--- config.mk ---
export PLATFORM = sky130hd
export DESIGN_NAME = alu_iter
export DESIGN_NICKNAME = d
export VERILOG_FILES = /design/src/rtl/alu_pkg.sv /design/src/rtl/alu_iter_comb.sv /design/src/rtl/alu_iter.sv
export SDC_FILE = /design/constraint.sdc
export NUM_CORES = 1
export LEC_CHECK = 0
export BUFFER_PORTS_ARGS = -buffer_cell sky130_fd_sc_hd__clkbuf_2
export CAP_MARGIN = 10
export CORE_MARGIN = 2
export CORE_UTILIZATION = 35
export CTS_CLUSTER_SIZE = 30
export DETAILED_ROUTE_END_ITERATION = 7
export HOLD_SLACK_MARGIN = 0.12
export PLACE_DENSITY = 0.57
export SYNTH_ARGS = -nofsm -noshare
export SYNTH_HDL_FRONTEND = slang
export SYNTH_SLANG_ARGS = --single-unit
--- constraint.sdc ---
create_clock -name clk -period 4.6 [get_ports clk]
set_input_delay 0.69 -clock clk [delete_from_list [all_inputs] [get_ports clk]]
set_output_delay 0.69 -clock clk [all_outputs]
set_load 0.02 [all_outputs]
--- src/rtl/alu_pkg.sv ---
// Shared types for the iterative ALU: op codes, FSM states, datapath width.
// Optional multiplier is controlled by the ALU_MUL_EN macro (see alu_iter).
package alu_pkg;

  localparam int ALU_W   = 64;
  localparam int ALU_OPW = 4;

  typedef enum logic [ALU_OPW-1:0] {
    OP_ADD  = 4'd0,
    OP_SUB  = 4'd1,
    OP_AND  = 4'd2,
    OP_OR   = 4'd3,
    OP_XOR  = 4'd4,
    OP_SLT  = 4'd5,
    OP_SLTU = 4'd6,
    OP_SLL  = 4'd7,
    OP_SRL  = 4'd8,
    OP_SRA  = 4'd9,
    OP_MUL  = 4'd10
  } alu_op_t;

  typedef enum logic [1:0] {
    S_IDLE  = 2'd0,
    S_SHIFT = 2'd1,
    S_MUL   = 2'd2,
    S_FIN   = 2'd3
  } state_t;

endpackage

--- src/rtl/alu_iter_comb.sv ---
// Single-cycle ALU operations. Shifts, MUL and undefined codes yield zero here;
// the iterative engine in alu_iter handles shifts and multiply.
module alu_comb
  import alu_pkg::*;
#(
  parameter int W   = ALU_W,
  parameter int OPW = ALU_OPW
) (
  input  logic [OPW-1:0] op,
  input  logic [W-1:0]   a,
  input  logic [W-1:0]   b,
  output logic [W-1:0]   y
);

  always_comb begin
    // NOTE: y gets a default before the case so no path leaves it unassigned,
    // which would otherwise infer a latch.
    y = '0;
    case (op)
      OP_ADD:  y = a + b;
      OP_SUB:  y = a - b;
      OP_AND:  y = a & b;
      OP_OR:   y = a | b;
      OP_XOR:  y = a ^ b;
      OP_SLT:  y = {{(W-1){1'b0}}, ($signed(a) < $signed(b))};
      OP_SLTU: y = {{(W-1){1'b0}}, (a < b)};
      default: y = '0;
    endcase
  end

endmodule

--- src/rtl/alu_iter.sv ---
// Iterative ALU: single-cycle ops via alu_comb, bit-serial shifts, and an optional
// shift-add multiplier built only when ALU_MUL_EN is defined.
module alu_iter
  import alu_pkg::*;
#(
  parameter int W   = ALU_W,
  parameter int OPW = ALU_OPW
) (
  input  logic           clk,
  input  logic           reset,
  input  logic           start,
  input  logic [OPW-1:0] op,
  input  logic [W-1:0]   a,
  input  logic [W-1:0]   b,
  output logic [W-1:0]   result,
  output logic           zero,
  output logic           busy,
  output logic           done
);

  localparam int CNT_W = $clog2(W);

  state_t           r_state;
  state_t           w_state_nxt;
  logic [CNT_W-1:0] r_cnt;
  logic [OPW-1:0]   r_op;
  logic [W-1:0]     r_work;
  logic [W-1:0]     r_result;

  logic [W-1:0]     w_comb_y;
  logic [W-1:0]     w_sc_result;
  logic [W-1:0]     w_shift_step;
  logic [CNT_W-1:0] w_shamt;
  logic             w_is_shift;
  logic             w_is_mul;
  logic             w_go_shift;

  alu_comb #(.W(W), .OPW(OPW)) u_comb (
    .op (op),
    .a  (a),
    .b  (b),
    .y  (w_comb_y)
  );

  assign w_shamt     = b[CNT_W-1:0];
  assign w_is_shift  = (op == OP_SLL) || (op == OP_SRL) || (op == OP_SRA);
  assign w_go_shift  = w_is_shift && (w_shamt != '0);
  // A zero-length shift finishes like a single-cycle op and returns a unchanged.
  assign w_sc_result = w_is_shift ? a : w_comb_y;

`ifdef ALU_MUL_EN
  logic [W-1:0] r_mr;
  logic [W-1:0] r_acc;
  logic [W-1:0] w_acc_nxt;

  assign w_is_mul  = (op == OP_MUL);
  assign w_acc_nxt = r_mr[0] ? (r_acc + r_work) : r_acc;
`else
  assign w_is_mul  = 1'b0;
`endif

  always_comb begin
    w_shift_step = r_work;
    case (r_op)
      OP_SLL:  w_shift_step = {r_work[W-2:0], 1'b0};
      OP_SRL:  w_shift_step = {1'b0, r_work[W-1:1]};
      OP_SRA:  w_shift_step = {r_work[W-1], r_work[W-1:1]};
      default: w_shift_step = r_work;
    endcase
  end

  always_comb begin
    w_state_nxt = r_state;
    busy        = (r_state != S_IDLE);
    done        = (r_state == S_FIN);
    case (r_state)
      S_IDLE: begin
        if (start) begin
          if (w_go_shift)    w_state_nxt = S_SHIFT;
          else if (w_is_mul) w_state_nxt = S_MUL;
          else               w_state_nxt = S_FIN;
        end
      end
      S_SHIFT: if (r_cnt == '0) w_state_nxt = S_FIN;
`ifdef ALU_MUL_EN
      S_MUL:   if (r_cnt == '0) w_state_nxt = S_FIN;
`endif
      S_FIN:   w_state_nxt = S_IDLE;
      default: w_state_nxt = S_IDLE;
    endcase
  end

  always_ff @(posedge clk) begin
    // NOTE: all clocked state uses non-blocking assignment so every register
    // samples pre-edge values regardless of statement order.
    if (reset) r_state <= S_IDLE;
    else       r_state <= w_state_nxt;
  end

  always_ff @(posedge clk) begin
    if (reset) begin
      r_cnt    <= '0;
      r_op     <= '0;
      r_work   <= '0;
      r_result <= '0;
`ifdef ALU_MUL_EN
      r_mr     <= '0;
      r_acc    <= '0;
`endif
    end else begin
      case (r_state)
        S_IDLE: begin
          if (start) begin
            r_op   <= op;
            r_work <= a;
            // Counter holds iterations remaining minus one; the last step sees zero.
            r_cnt  <= w_go_shift ? (w_shamt - CNT_W'(1)) : '1;
`ifdef ALU_MUL_EN
            r_mr   <= b;
            r_acc  <= '0;
`endif
            if (!w_go_shift && !w_is_mul) r_result <= w_sc_result;
          end
        end
        S_SHIFT: begin
          r_work <= w_shift_step;
          if (r_cnt == '0) r_result <= w_shift_step;
          else             r_cnt    <= r_cnt - CNT_W'(1);
        end
`ifdef ALU_MUL_EN
        S_MUL: begin
          r_acc  <= w_acc_nxt;
          r_work <= {r_work[W-2:0], 1'b0};
          r_mr   <= {1'b0, r_mr[W-1:1]};
          if (r_cnt == '0) r_result <= w_acc_nxt;
          else             r_cnt    <= r_cnt - CNT_W'(1);
        end
`endif
        default: ;
      endcase
    end
  end

  assign result = r_result;
  assign zero   = (r_result == '0);

endmodule

==> summary.md <==
| Metric | Value |
|---|---|
| WL final | `around 83000 microns` |
| Postcts setup bufs | `0` |
| Clock transition at path regs | `around 0.080 ns` |
| Share of async-settable or async-resettable flops after synthesis | `0` |
| DR pass1 iterations | `6` |
| Sequential fraction of the synthesis area | `0.153` |
| Switching Share | `0.454` |
| Crit path max fanout | `5` |
| Cells after DPL | `3413` |
| Count leader, synth | `a21oi_1` |
| Worst R2R Start | `r_cnt[2]` |
| Initial antenna violation count | `4` |
| Int Pwr | `around 3100 uW` |
| Rows | `83` |
| Die extent in y | `between 200 and 250 microns` |
| Pwr per Cell Area | `274 nW/um^2` |
| TritonCTS clock tree | `built` |
| Final Worst Setup Slack | `0.280 ns` |
| RSZ-0062 raised after global routing | `false` |
| Netlist cell types | `95` |
| Pin count of the biggest net entering global routing | `49` |
| CTS sink count | `140` |
| Met2 Routed Length | `between 30000 and 40000 microns` |
| Post-DP HPWL | `about 62000 microns` |
| Cts hold-fix bufs | `0` |
| Post-cts resize count | `0` |
| DR iter-0 viols | `2352` |
| Startpoint types | `primary input` |
| Port Buf Inserts | `around 200` |
| Sw Pwr | `~2600 uW` |
| Critical path class | `primary input to register` |
| TNS Setup | `0 ns` |
| Slowest-stage cell, CP | `a2111oi_0` |
| Crit. End Element | `register` |
| Tot GR Track Use | `0.303` |
| Status | `complete, no violations` |
| Via density | `~6.3` |
| Final Hold Vio Count | `0` |
| Clock Power Share | `0.287` |
| Reg2reg end | `result[29]` |
| CTS Buffer Depth | `2` |
| Final Cycle Share | `0.939` |
| R2R setup slack | `1.40 ns` |
| Avg Inst Size Synth | `just under 7 sq um` |
| Post-layout nets | `3116` |
| Critical path arrival | `roughly 4.7 ns` |
| Die X | `232 microns` |
| Skew-Pair Late Insertion Delay | `0.52 ns` |
| CP cell instances | `clkbuf_2 -> inv_1 -> ha_1 -> a21oi_1 -> nand3b_1 -> a21oi_1 -> o211ai_1 -> nand2_1 -> nor2_1 -> or3_1 -> a22oi_1 -> mux2i_1 -> a31oi_1 -> a2111oi_0 -> buf_4 -> nor2_1` |
| Cell Count, Final, Fillers Out | `about 3400` |
| Skew final | `approximately 0.019 ns` |
| Grt ovf | `0` |
| Max Used Layer | `met5` |
| Combinational Power Share | `0.443` |
| Ranking of synthesized cells by area | `ha_1 (16%), dfxtp_1 (15%), a21oi_1 (10%), nand2_1 (6.6%), nor2_1 (4.3%)` |
| Final slew viol count | `0` |
| Met1 Wirelength | `about 36000 microns` |
| Leak Pwr | `~0.0087 uW` |
| TritonCTS buffer count | `17` |
| Post-synth top cells | `a21oi_1 (364), nand2_1 (319), ha_1 (227), nor2_1 (210), inv_1 (189)` |
| EDFF count, synth | `0` |
| FILL cells | `~5500` |
| Antenna viol nets, final | `0` |
| GPL Wtd Cong | `0.988` |
| Post-DR wirelength/cell | `24.1 microns` |
| Share of cells above drive strength 1 | `0.134` |
| Dominant synthesized flop cell | `dfxtp_1` |
| Cell area after synthesis | `~18000 sq um` |
| Post-synth net total | `about 3000` |
| Maximum VDD drop | `0.305 mV` |
| Placement Setup Slack | `slightly below 0.004 ns` |
| Root Driver | `clkbuf_16` |
| Synth area leader | `ha_1` |
| Via Count | `between 20000 and 25000` |
| Tmin final | `around 4.3 ns` |
| Area share of the largest cell type after synthesis | `0.155` |
| H-tree depth reported by CTS | `4` |
| Area growth syn-to-layout | `12.8%` |
| Worst Hold End | `r_op[3]` |
| Yosys warns | `0` |
| Top-Level Pins | `202` |
| Slew @ Worst Pin | `roughly 1.2 ns` |
| Hold Startpoint | `r_op[3]` |
| Crit path required time | `5.02 ns` |
| # setup viols final | `0` |
| Slew margin rel. | `0.202` |
| Max-cap violations | `0` |
| First-pass GRT wire length | `126000 microns` |
| Crit-path max cell delay | `0.93 ns` |
| Core area | `~52000 sq um` |
| Synth Instances | `2652` |
| Post-synthesis register bit count | `140` |
| Seq pwr share | `0.270` |
| Initial Util | `0.355` |
| Hold path cells | `2` |
| Die ar. | `between 50000 and 60000 sq um` |
| Vias in the first global route | `around 21000` |
| Metal3 WL | `about 7000 microns` |
| DRC Markers | `0` |
| Min-Delay Path Class | `register to register` |
| Worst R2R Path Depth | `8` |
| FMAX | `~230 MHz` |
-- power by group through the flow --
| stage | clock [uW] | sequential [uW] | combinational, uW |
|---|---|---|---|
| after global routing | 1680 | 1540 | 2700 |
| after CTS | 1650 | 1520 | 2450 |
| after global placement | 0 | 1540 | 2420 |
| final | 1620 | 1520 | 2500 |
| after detailed placement | 0 | 1540 | 2430 |
| after floorplan | 0 | 1560 | 1500 |
-- critical path, delay by kind of cell --
family          cells  cell delay, ns
fa+ha+maj           1            0.35
simple gates        5            0.79
mux                 1            0.25
compound gates      6            2.14
buf+inv             3            0.54
-- stage by stage --
stage	hold WS, ns	area [sq um]	utilization	power [uW]
4_1_cts	0.447	20600	0.400	5610
6_report	0.478	20600	0.400	5640
2_1_floorplan	0.440	18300	-	3060
5_1_grt	0.502	20600	0.400	5930
3_3_place_gp	0.456	20000	0.388	3960
3_5_place_dp	0.460	20000	0.388	3980
-- state kept, by name (all words and copies together) (netlist names) --
signal	flops
r_cnt	6
r_op	4
r_state	2
r_work	64
result	64
-- area by class of cell --
cell class / count / area, sq um / share of cell area
Timing Repair Buffer: 274 / 1580 / 0.0766
Antenna cell: 1 / 2.50 / 0.000121
Inverter: 203 / 762 / 0.0370
Multi-Input combinational cell: 2116 / 14000 / 0.678
Sequential cell: 140 / 2800 / 0.136
Tap cell: 680 / 851 / 0.0413
Clock inverter: 13 / 181 / 0.00880
Clock buffer: 19 / 453 / 0.0220
-- worst max-delay path by stage --
stage          slack, ns         end  startpoint
6_report            0.28  result[29]        b[1]
5_1_grt             0.27  result[29]       a[10]
4_1_cts             0.53  result[29]        b[1]
3_5_place_dp       0.004  result[29]        b[1]
3_3_place_gp       -0.07  result[29]       a[12]
2_1_floorplan       0.95  result[60]        a[0]
-- cells in the final DEF (no fill, tap or decap), types with 7 or more instances in the layout --
cell type  netlist  routed
a211oi_1        42      42
a21oi_1        364     363
a2111oi_0        7       7
o21bai_1        36      36
a311oi_1        17      17
inv_1          189     189
nor3_1          46      45
o21ai_0        138     137
dfxtp_1        140     140
o31ai_1         34      34
mux2i_1          9       9
a22oi_1         68      68
o22ai_1         10      10
and3_1          20      20
nand2_1        319     318
ha_1           227     227
nor2_1         210     209
xnor2_1         43      43
and2_1          12      10
a221oi_1        56      56
nand3_1         37      37
o221ai_1        26      26
nand2b_1        19      18
nor4_1          37      37
clkbuf_16        0      17
o21a_1          61      60
buf_4            4      71
inv_2           11      11
o211ai_1        22      22
a31oi_1         41      41
nand4_1         28      28
o2111ai_1        8       8
o211a_1          7       7
or3_1           12      12
clkbuf_2         0     201
a21o_1          32      32
-- per-layer routing --
metal | vias up | track usage
li1 | 9875 | -
met1 | 10500 | 0.400
met2 | 1054 | 0.489
met3 | 167 | 0.0610
met4 | 6 | 0.105
met5 | - | 0
-- cells by family after synthesis --
group                      synth area share
AOI/OAI and AO/OA                     0.388
and+or+nand+nor                       0.190
buffers and inverters                0.0841
adders and majority gates             0.158
DFF                                   0.153
xor gates and xnor gates             0.0206
muxes                               0.00616
No activity file was read; power rests on OpenSTA's default activity.
